--- config.mk ---
export PLATFORM = sky130hd
export DESIGN_NAME = pipelined_cla_adder
export DESIGN_NICKNAME = d
export VERILOG_FILES = /design/src/rtl/pipelined_cla_adder_pkg.sv /design/src/rtl/pipelined_cla_adder_cla_group4.sv /design/src/rtl/pipelined_cla_adder.sv
export SDC_FILE = /design/constraint.sdc
export NUM_CORES = 1
export LEC_CHECK = 0
export BUFFER_PORTS_ARGS = -buffer_cell sky130_fd_sc_hd__buf_2
export CORE_MARGIN = 2
export CORE_UTILIZATION = 39
export CTS_CLUSTER_DIAMETER = 80
export DETAILED_ROUTE_END_ITERATION = 6
export GPL_TIMING_DRIVEN = 0
export PLACE_DENSITY_LB_ADDON = 0.08
export SETUP_SLACK_MARGIN = 0.15
export SLEW_MARGIN = 20
export SYNTH_ARGS = -nofsm -noshare
export SYNTH_HDL_FRONTEND = slang
export SYNTH_SLANG_ARGS = --single-unit
--- constraint.sdc ---
create_clock -name clk -period 7.4 [get_ports clk]
set_clock_uncertainty 0.1 [all_clocks]
set_input_delay 0.74 -clock clk [delete_from_list [all_inputs] [get_ports clk]]
set_output_delay 0.74 -clock clk [all_outputs]
set_load 0.01 [all_outputs]
--- src/rtl/pipelined_cla_adder_pkg.sv ---
// Shared constants and mode encodings for the pipelined carry-lookahead adder.
package pipelined_cla_adder_pkg;

    localparam int unsigned GroupWidth = 4;

    typedef enum logic {
        ModeAdd = 1'b0,
        ModeSub = 1'b1
    } mode_e;

endpackage

--- src/rtl/pipelined_cla_adder_cla_group4.sv ---
// Combinational 4-bit carry-lookahead group with group propagate/generate outputs.
module cla_group4
    import pipelined_cla_adder_pkg::*;
(
    input  logic [GroupWidth-1:0] a,
    input  logic [GroupWidth-1:0] b,
    input  logic                  ci,
    output logic [GroupWidth-1:0] s,
    output logic                  co,
    output logic                  gp,
    output logic                  gg,
    output logic                  c3
);

    logic [3:0] p;
    logic [3:0] g;
    logic       c1;
    logic       c2;

    assign p = a ^ b;
    assign g = a & b;

    assign c1 = g[0] | (p[0] & ci);
    assign c2 = g[1] | (p[1] & g[0]) | (p[1] & p[0] & ci);
    assign c3 = g[2] | (p[2] & g[1]) | (p[2] & p[1] & g[0]) | (p[2] & p[1] & p[0] & ci);

    assign gp = &p;
    assign gg = g[3] | (p[3] & g[2]) | (p[3] & p[2] & g[1]) | (p[3] & p[2] & p[1] & g[0]);
    assign co = gg | (gp & ci);

    assign s = p ^ {c3, c2, c1, ci};

endmodule

--- src/rtl/pipelined_cla_adder.sv ---
// Add/subtract unit resolving one 4-bit lookahead group per pipeline stage,
// with a global valid/ready stall.
module pipelined_cla_adder
    import pipelined_cla_adder_pkg::*;
#(
    parameter int unsigned WIDTH = 16
) (
    input  logic             clk,
    input  logic             rst,
    input  logic             in_valid,
    output logic             in_ready,
    input  logic [WIDTH-1:0] a,
    input  logic [WIDTH-1:0] b,
    input  logic             cin,
    input  logic             sub,
    output logic             out_valid,
    input  logic             out_ready,
    output logic [WIDTH-1:0] sum,
    output logic             Cout,
    output logic             ovf
);

    localparam int unsigned GROUPS = WIDTH / GroupWidth;

    if ((WIDTH % GroupWidth) != 0 || WIDTH < GroupWidth) begin : g_width_check
        $error("WIDTH must be a non-zero multiple of 4");
    end

    // Rank 0 holds the accepted operands; rank k+1 holds the beat after group k resolved.
    logic [GROUPS:0]  vld_q;
    logic [WIDTH-1:0] a_q   [GROUPS+1];
    logic [WIDTH-1:0] bp_q  [GROUPS+1];
    logic [WIDTH-1:0] sum_q [GROUPS+1];
    logic             c_q   [GROUPS+1];
    logic             c_msb_q;

    logic [WIDTH-1:0]      sum_d  [GROUPS];
    logic                  carry_d[GROUPS];
    logic [GroupWidth-1:0] grp_s  [GROUPS];
    logic                  grp_co [GROUPS];
    logic                  grp_gp [GROUPS];
    logic                  grp_gg [GROUPS];
    logic                  grp_c3 [GROUPS];

    mode_e mode;
    logic  en;

    assign mode = mode_e'(sub);
    assign en   = out_ready | ~vld_q[GROUPS];

    for (genvar g = 0; g < GROUPS; g++) begin : g_grp
        cla_group4 u_grp (
            .a  (a_q[g][g*GroupWidth +: GroupWidth]),
            .b  (bp_q[g][g*GroupWidth +: GroupWidth]),
            .ci (c_q[g]),
            .s  (grp_s[g]),
            .co (grp_co[g]),
            .gp (grp_gp[g]),
            .gg (grp_gg[g]),
            .c3 (grp_c3[g])
        );
    end

    // Between stages the carry comes from the group G/P pair; the last group's co drives Cout.
    always_comb begin
        for (int unsigned k = 0; k < GROUPS; k++) begin
            sum_d[k] = sum_q[k];
            sum_d[k][k*GroupWidth +: GroupWidth] = grp_s[k];
            if (k == GROUPS - 1) begin
                carry_d[k] = grp_co[k];
            end else begin
                carry_d[k] = grp_gg[k] | (grp_gp[k] & c_q[k]);
            end
        end
    end

    always_ff @(posedge clk) begin
        if (rst) begin
            vld_q   <= '0;
            c_msb_q <= 1'b0;
            for (int unsigned k = 0; k <= GROUPS; k++) begin
                a_q[k]   <= '0;
                bp_q[k]  <= '0;
                sum_q[k] <= '0;
                c_q[k]   <= 1'b0;
            end
        end else if (en) begin
            vld_q[0] <= in_valid;
            a_q[0]   <= a;
            bp_q[0]  <= (mode == ModeSub) ? ~b : b;
            c_q[0]   <= (mode == ModeSub) ? ~cin : cin;
            sum_q[0] <= '0;
            for (int unsigned k = 0; k < GROUPS; k++) begin
                vld_q[k+1] <= vld_q[k];
                a_q[k+1]   <= a_q[k];
                bp_q[k+1]  <= bp_q[k];
                sum_q[k+1] <= sum_d[k];
                c_q[k+1]   <= carry_d[k];
            end
            c_msb_q <= grp_c3[GROUPS-1];
        end
    end

    assign in_ready  = en;
    assign out_valid = vld_q[GROUPS];
    assign sum       = sum_q[GROUPS];
    assign Cout      = c_q[GROUPS];
    assign ovf       = c_msb_q ^ c_q[GROUPS];

endmodule

=== After elaboration in Yosys (flattened, before gate mapping) ===
Memory sizes are Yosys's and may differ from the RTL's.
Cells that the tools add are included.

* Word-level logic and storage cells: 174
* Output and inout bits: 20
* Memories kept: 4
* Bits in writable memories: 245
* Bits in registers: 6
* Input port bits: 38

* Mux-type cells: 27
* Bitwise logic cells: 137
* Reductions and logical operators: 4

{| class="wikitable"
|+ Memories
! name !! words !! bits a word !! rd ports !! clocked after memory_dff !! write ports !! line !! RTL
|-
| a_q || 5 || 16 || 4 || 0 || 5 || pipelined_cla_adder.sv:31 || <nowiki>logic [WIDTH-1:0] a_q [GROUPS+1];</nowiki>
|-
| bp_q || 5 || 16 || 4 || 0 || 5 || pipelined_cla_adder.sv:32 || <nowiki>logic [WIDTH-1:0] bp_q [GROUPS+1];</nowiki>
|-
| sum_q || 5 || 16 || 5 || 0 || 5 || pipelined_cla_adder.sv:33 || <nowiki>logic [WIDTH-1:0] sum_q [GROUPS+1];</nowiki>
|-
| c_q || 5 || 1 || 5 || 0 || 5 || pipelined_cla_adder.sv:34 || <nowiki>logic c_q [GROUPS+1];</nowiki>
|}

{| class="wikitable"
|+ Operators by type and width
! operator !! number
|-
| 16-bit two-way mux || 16
|-
| 1-bit bitwise OR || 61
|-
| 1-bit AND || 60
|-
| 4-bit bitwise XOR || 8
|-
| 4-bit AND || 4
|-
| 16-bit inverter || 1
|-
| 4-bit AND reduction || 4
|-
| 1-bit two-way mux || 11
|-
| 1-bit inverter || 2
|-
| 1-bit bitwise XOR || 1
|}

=== Longest topological paths before layout ===
Gate-level depths: netlist of the first run.

* Depth after elaboration: 7
* Mapped depth: 6
* Mapped depth without buffers: 4

=== Hierarchy ===
From an unflattened synthesis of the first run, not the netlist that was laid out.

* Cells, all modules: 413
* Area total of the unflattened synthesis: 6,720.2 um^2

{| class="wikitable"
|+ By module, submodules not included
! module !! instances !! cells each !! seq. area each (um^2) !! area each (um^2)
|-
| pipelined_cla_adder || 1 || 325 || 3,873.7 || 5,989.5
|-
| cla_group4 || 4 || 22 || 0.0 || 182.7
|}

=== Worst setup path before layout of the first run ===
OpenSTA, ideal clock, no wires.

* Path kind: input-to-reg
* Start: input rst
* End: memory a_q[0][0] (enable)
* Slack: 3,136 ps
* Path buffers: 1
* Stages: 3
* Setup time: 1,092 ps
* Arrival time: 3,072 ps
* Required time: 6,208 ps
* Cells stage by stage: inv_2 > clkbuf_1 > nand2_1

{| class="wikitable"
|+ RTL lines
! what !! line !! RTL
|-
| start, declared || pipelined_cla_adder.sv:9 || <nowiki>input logic rst,</nowiki>
|-
| end, declared || pipelined_cla_adder.sv:31 ||
|}

=== Final worst setup path of the first run ===
* Start: input out_ready
* End: output in_ready

* Cells in the longest elaborated chain, start to end: 1

{| class="wikitable"
|+ RTL lines
! what !! line !! RTL
|-
| start, declared || pipelined_cla_adder.sv:17 || <nowiki>input logic out_ready,</nowiki>
|-
| 1-bit bitwise OR || pipelined_cla_adder.sv:49 || <nowiki>assign en = out_ready | ~vld_q[GROUPS];</nowiki>
|-
| end, declared || pipelined_cla_adder.sv:11 || <nowiki>output logic in_ready,</nowiki>
|}

No other way between the ends.

==> results of run 1 <==
-- cells by family (layout without fill, tap and decap cells) --
group	Yosys count	in the layout	share of synthesized area, %
compound gates	30	30	3.91
flops	131	131	69.2
mux	4	4	0.715
simple gates	143	143	14.1
fa+ha+maj	20	20	5.01
buf+inv	40	130	3.58
xor+xnor	22	22	3.44
-- cells in the final DEF (no fill, tap or decap), types with 5 or more instances in the layout --
master     count
and3_1        89
xnor2_1       17
inv_1         12
nor2_1        31
ha_1          16
buf_2         63
a21oi_1        5
clkbuf_1      13
nand2_1        9
edfxtp_1     125
a211oi_1       6
clkbuf_16     17
dfxtp_1        6
xor2_1         5
-- worst paths after layout --
check         startpoint      endpoint  slack, ns  cells after the start
max            out_ready      in_ready       5.00                      6
min             vld_q[1]      vld_q[1]       0.36                      2
max reg2reg  bp_q[0][40]  sum_q[0][59]       5.61                      4
min reg2reg     vld_q[1]      vld_q[1]       0.36                      2
-- metrics by stage --
| stage | instances | hold WS, ns | power, uW |
|---|---|---|---|
| 4_1_cts | 660 | 0.356 | 1780 |
| 3_5_place_dp | 628 | 0.347 | 966 |
| 2_1_floorplan | 390 | 0.332 | 932 |
| 6_report | 660 | 0.357 | 1760 |
| 5_1_grt | 660 | 0.362 | 1830 |
| 3_3_place_gp | 626 | 0.340 | 963 |
-- power groups by stage --
stage	clock network (uW)	registers [uW]	logic, uW
after floorplan	0	873	59.0
after global placement	0	875	88.1
after detailed placement	0	875	90.4
after CTS	834	860	90.8
after global routing	865	863	102
final	815	860	88.8
-- per-layer routing --
| metal | global-route usage [%] | vias up |
|---|---|---|
| met5 | 0 | - |
| met2 | 20.9 | 68 |
| li1 | - | 1603 |
| met1 | 18.8 | 1503 |
| met4 | 6.61 | 0 |
| met3 | 3.85 | 10 |
-- state kept, by name (all words and copies together) (netlist names) --
| name | cells |
|---|---|
| sum_q | 40 |
| c_q | 5 |
| bp_q | 40 |
| vld_q | 5 |
| a_q | 40 |
| c_msb_q | 1 |
-- critical path, cell delays in order --
cell	delay, ns
buf_2	0.11
nor2b_4	0.18
inv_4	0.09
buf_6	0.15
buf_6	0.14
buf_2	0.14
-- final cells by class --
class / count / area, um^2 / area share [%]
multi-input combinational: 219 / 1530 / 22.7
clock inverter: 13 / 141 / 2.10
buffer: 26 / 145 / 2.15
clock buffer: 19 / 433 / 6.42
inverter: 14 / 55.1 / 0.817
timing repair buffer: 58 / 335 / 4.98
tap: 180 / 225 / 3.34
sequential: 131 / 3870 / 57.5
==> summary.md, run 1 <==
| Metric | Value |
|---|---|
| Post-route ant nets | 0 |
| Part of the cycle the worst path needs | 32.5% |
| Placed cell areas | 6160 um^2 |
| Residual DRC | 0 |
| Number of synthesized flops with an enable pin | 125 |
| CTS Buf Count | 17 |
| Yosys top cell area share | 67.1% |
| Clock-pin slew on the worst setup and hold paths | 0.06 ns |
| Routed len/inst | 14.6 um |
| CTS resizes | 0 |
| Sw Ratio | 19.8% |
| H-tree Lvls | 4 |
| Synth Cell Area | 5600 um^2 |
| Gr ovfl total | 0 |
| Top fanout value on the critical path | 10 |
| FILL cells | 1,250 |
| Fin util | 48.4% |
| Seq/Total Area, Yosys | 69.2% |
| Routed vias | 3,184 |
| Clock buffer depth | 2 |
| Core Rows | 43 |
| Clk_lat worst skew | 0.42 ns |
| Die width | 124 um |
| Max-Cap Viols | 0 |
| Sequential power share | 48.8% |
| Clk sinks | 131 |
| Die area | 15,300 um^2 |
| Clk network pwr share | 46.2% |
| Pre-CTS setup slack | 4.95 ns |
| Vias in the first global route | 2,985 |
| Hold Violations, Final | 0 |
| Clk root buf | clkbuf_16 |
| Switching power total | 349 uW |
| First-pass DRT Iterations | 4 |
| Area Growth Syn to Fin | 20.4% |
| Met2 WL | 4.47 mm |
| Synth top area cells | edfxtp_1, and3_1, ha_1 |
| Slew headroom | 65.5% |
| Arr. time, crit path | 1.56 ns |
| Core Footprint | 13,900 um^2 |
| # port buffers | 56 |
| Drt via density | 4.82 |
| Slew @ Worst Pin | 0.518 ns |
| Logic pwr share | 5.0% |
| Unique cell type count in the Yosys netlist | 32 |
| Top post-synthesis cells by count | edfxtp_1, and3_1, nor2_1 |
| Top_reg_cell synth | edfxtp_1 |
| Final setup vio count | 0 |
| Hold Path Class | register to register |
| CP Launch Type | input pin |
| Share of cells above drive strength 1 | 22.5% |
| Initial Utilization | 40.2% |
| Initial antenna violation count | 0 |
| CTS Hold Buffers Added | 0 |
| Num ports | 58 |
| Routed wl met3 | 450 um |
| Fmax | 416 MHz |
| Worst EP required | 6.56 ns |
| Final worst setup slack | 5.00 ns |
| First-pass GRT wire length | 15.7 mm |
| Leak | 0.00318 uW |
| Total GRT Usage | 13.9% |
| Status | finished, final reports clean |
| Post-DP HPWL | 6.52 mm |
| Nature of the critical path endpoint | primary output |
| Most area-hungry cell type in the Yosys netlist | edfxtp_1 |
| Peak supply drop | 0.141 mV |
| Mapped Avg Cell Area | 14.4 um^2 |
| Met1 Wirelength | 4.58 mm |
| Yosys reg bits | 131 |
| Layout Cell Area excl Fill | 6740 um^2 |
| Critical path type | input pin to primary output |
| GP Congestion | 0.699 |
| Asr flop ratio synth | 0% |
| Post-synthesis cell count | 390 |
| Cell with the most instances after synthesis | edfxtp_1 |
| Syn_nets | 448 |
| WL final | 9.65 mm |
| Max-slew violation count | 0 |
| Die H | 124 um |
| DR top layer | met4 |
| RSZ-0062 raised after global routing | no |
| Initial DRC Count | 156 |
| P_int | 1410 uW |
| Min Tclk post-route | 2.40 ns |
| Post-CTS setup repair buffer count | 0 |
| Nets@finish | 525 |
| Maximum number of pins on one net before global-route repair | 53 |
| Syn. warnings | 0 |
| Pwr/cell area | 262 nW/um^2 |
| CTS tree | done |
| Diodes inserted | 0 |
| Setup TNS | 0 ns |
(Power assumes the default switching activity.)
==> run 2, diff against run 1 <==
- ABC_AREA: unset -> 1
- clock period: 7.4 -> 2.44 ns (I/O delays scaled with it)
==> run 2 against run 1 <==
Against the previous run: flip-flop and latch count did not move; critical path type is now register to register; combinational power rose to 3.5 times the previous value; global-route usage fell by 2.7 points.
==> summary.md, run 2 <==
| Metric | Value |
|---|---|
| Status | finished, final reports clean |
| Die H | 125 um (+1.2%) |
| Hold Path Class | input pin to register |
| P_int | 4190 uW (+200%) |
| Number of synthesized flops with an enable pin | 125 (unchanged) |
| First-pass DRT Iterations | 4 (unchanged) |
| Slew @ Worst Pin | 0.435 ns (-0.0825 ns) |
| Sequential power share | 50.1% (+1.3 points) |
| Max-Cap Viols | 0 (unchanged) |
| Core Rows | 44 (+2.3%) |
| Most area-hungry cell type in the Yosys netlist | edfxtp_1 |
| Register-to-Register Setup Slack | 0.76 ns (-4.85 ns) |
| Diodes inserted | 0 (unchanged) |
| Initial DRC Count | 117 (-25%) |
| CTS resizes | 0 (unchanged) |
| Hold path endpoint | vld_q[4] |
| Total GRT Usage | 11.3% (-2.7 points) |
| Switching power total | 1030 uW (+200%) |
| H-tree Lvls | 4 (unchanged) |
| Syn_nets | 560 (+25%) |
| Residual DRC | 0 (unchanged) |
| FF-to-FF End | bp_q[0][3] |
| Worst EP required | 2.44 ns (-4.12 ns) |
| Sw Ratio | 19.8% (-0.052 points) |
| Share of cells above drive strength 1 | 17.1% (-5.4 points) |
| Crit-path leading delay family | simple AND/OR/NAND/NOR gates |
| Post-DP HPWL | 5.38 mm (-17%) |
| Nature of the critical path endpoint | register |
| Top_reg_cell synth | edfxtp_1 |
| Clk network pwr share | 44.0% (-2.2 points) |
| Leak | 0.00303 uW (-4.7%) |
| Fmax | 595 MHz |
| Maximum number of pins on one net before global-route repair | 89 (+68%) |
| Top fanout value on the critical path | 88 (+78) |
| Post-route ant nets | 0 (unchanged) |
| Part of the cycle the worst path needs | 68.9% |
| Synth top area cells | edfxtp_1, nor2_1, inv_1 |
| Clk sinks | 131 (unchanged) |
| Pwr/cell area | 765 nW/um^2 (+190%) |
| Hold path cells | 2 (unchanged) |
| Unique cell type count in the Yosys netlist | 24 (-25%) |
| Max-slew violation count | 0 (unchanged) |
| Hold Violations, Final | 0 (unchanged) |
| Drt via density | 4.07 (-16%) |
| FILL cells | 1,334 (+6.7%) |
| Yosys top cell area share | 65.5% (-1.6 points) |
| Final setup vio count | 0 (unchanged) |
| Clk_lat worst skew | 0.41 ns (about the same) |
| Hold Path Origin | rst |
| Num ports | 58 (unchanged) |
| Post-synthesis cell count | 502 (+29%) |
| RSZ-0062 raised after global routing | no |
| Core Footprint | 14,400 um^2 (+3.5%) |
| Nets@finish | 637 (+21%) |
| First-pass GRT wire length | 13.7 mm (-13%) |
| Routed len/inst | 10.4 um (-29%) |
| Setup TNS | 0 ns (unchanged) |
| # port buffers | 56 (unchanged) |
| Clk root buf | clkbuf_16 |
| Seq/Total Area, Yosys | 67.6% (-1.6 points) |
| Origin of the critical flop-to-flop path | vld_q[4] |
| Die width | 125 um (+1.2%) |
| Synth Cell Area | 5730 um^2 (+2.4%) |
| Critical path's slowest cell | dfxtp_1 |
| Layout Cell Area excl Fill | 6830 um^2 (+1.3%) |
| Clock-pin slew on the worst setup and hold paths | 0.05 ns (about the same) |
| Post-CTS setup repair buffer count | 0 (unchanged) |
| Routed vias | 3,151 (-1.0%) |
| CTS Buf Count | 17 (unchanged) |
| Gr ovfl total | 0 (unchanged) |
| Initial Utilization | 39.7% (-0.43 points) |
| Final Power | 5230 uW (+200%) |
| Syn. warnings | 0 (unchanged) |
| Slew headroom | 71.0% (+5.5 points) |
| CP Launch Type | register |
| Die area | 15,700 um^2 (+2.3%) |
| CTS tree | done |
| Commonest non-fill, non-tap cell in the layout | nor2_1 |
| R2R cell count | 4 (unchanged) |
| Mapped Avg Cell Area | 11.4 um^2 (-20%) |
| Placed cell areas | 6290 um^2 (+2.0%) |
| CTS Hold Buffers Added | 1 (+1) |
| Clock buffer depth | 2 (unchanged) |
| Cell with the most instances after synthesis | nor2_1 |
| Initial antenna violation count | 0 (unchanged) |
| Asr flop ratio synth | 0% (unchanged) |
| Final std cells w/o fill | 775 (+17%) |
| Most frequent cells in the layout | nor2_1, edfxtp_1, inv_1 |
| Dpl cells | 743 (+18%) |
| Arr. time, crit path | 1.68 ns (+0.12 ns) |
| Area Growth Syn to Fin | 19.1% |
| Vias in the first global route | 2,963 (-0.74%) |
| Yosys reg bits | 131 (unchanged) |
| Largest regs | a_q (40), bp_q (40), sum_q (40) |
| GP Congestion | 0.726 (+3.8%) |
| Top post-synthesis cells by count | nor2_1, edfxtp_1, inv_1 |
| Min Tclk post-route | 1.68 ns |
| Crit path cell chain | inv_1 -> nor2_4 -> nand2_8 -> buf_16 |
| WL final | 8.04 mm (-17%) |
| Buffers & Inverters on Critical Path | 2 (-3) |
| Critical path type | register to register |
| Peak supply drop | 0.365 mV (+160%) |
| Max stage delay on crit path | 0.33 ns (+0.15 ns) |
| Logic pwr share | 5.9% (+0.9 points) |
==> run 2: changes by cell type after synthesis, moves of 6 or more <==
| cell | delta |
|---|---|
| inv_1 | +100 |
| clkbuf_1 | -11 |
| nand3_1 | +7 |
| nand2_1 | +19 |
| nor2_1 | +100 |
| a211oi_1 | -6 |
| and3_1 | -89 |
==> run 2: worst max path at each step <==
stage | cells past startpoint | endpoint | startpoint
6_report | 4 | bp_q[0][3] | vld_q[4]
3_5_place_dp | 4 | bp_q[0][1] | rst
5_1_grt | 4 | bp_q[0][3] | vld_q[4]
3_3_place_gp | 3 | bp_q[0][0] | out_ready
2_1_floorplan | 3 | a_q[0][0] | vld_q[4]
4_1_cts | 4 | c_q[0][0] | vld_q[4]
==> run 2: cell families (layout without fill, tap and decap cells) <==
logic type	count (synthesis)	after routing	synth area share, %
AOI/OAI and AO/OA	16	16	1.46
xor gates and xnor gates	22	22	3.36
buffers and inverters	128	217	9.34
DFF	131	131	67.6
and+or+nand+nor	185	185	13.4
adders and majority gates	20	20	4.89
==> run 2: final cells by class <==
type | count | area, um^2 | area share [%]
flip-flops and latches | 131 | 3870 | 56.7
multi-input cells | 243 | 1340 | 19.6
clock buffers | 22 | 444 | 6.50
inverters | 113 | 424 | 6.21
repair buffers | 58 | 318 | 4.65
well taps | 184 | 230 | 3.37
plain buffers | 15 | 111 | 1.63
clock inverters | 9 | 88.8 | 1.30
==> run 2: worst register-to-register path, delay by kind of cell (launching register included) <==
family | cells | cell delay [ns]
simple gates | 2 | 0.50
buf+inv | 2 | 0.39
flops | 1 | 0.33
==> run 2: metrics by stage <==
step	hold slack [ns]	utilization [%]	setup slack [ns]
2_1_floorplan	0.244	-	0.518
3_3_place_gp	0.351	43.3	0.208
3_5_place_dp	0.358	43.6	0.701
4_1_cts	0.00583	47.3	0.724
5_1_grt	0.0244	47.3	0.644
6_report	0.0257	47.3	0.758
==> run 2: power groups by stage <==
stage | clock network [uW] | registers, uW | logic, uW
6_report | 2300 | 2620 | 310
2_1_floorplan | 0 | 2660 | 220
3_5_place_dp | 0 | 2660 | 314
3_3_place_gp | 0 | 2660 | 309
5_1_grt | 2450 | 2630 | 362
4_1_cts | 2360 | 2620 | 318
==> run 2: metal layers <==
metal / up-vias / share of wire, % / track usage, %
met5: - / 0 / 0
met3: 16 / 4.6 / 3.85
met2: 63 / 44 / 16.9
li1: 1735 / - / -
met4: 0 / 2.6 / 6.67
met1: 1337 / 49 / 14.1
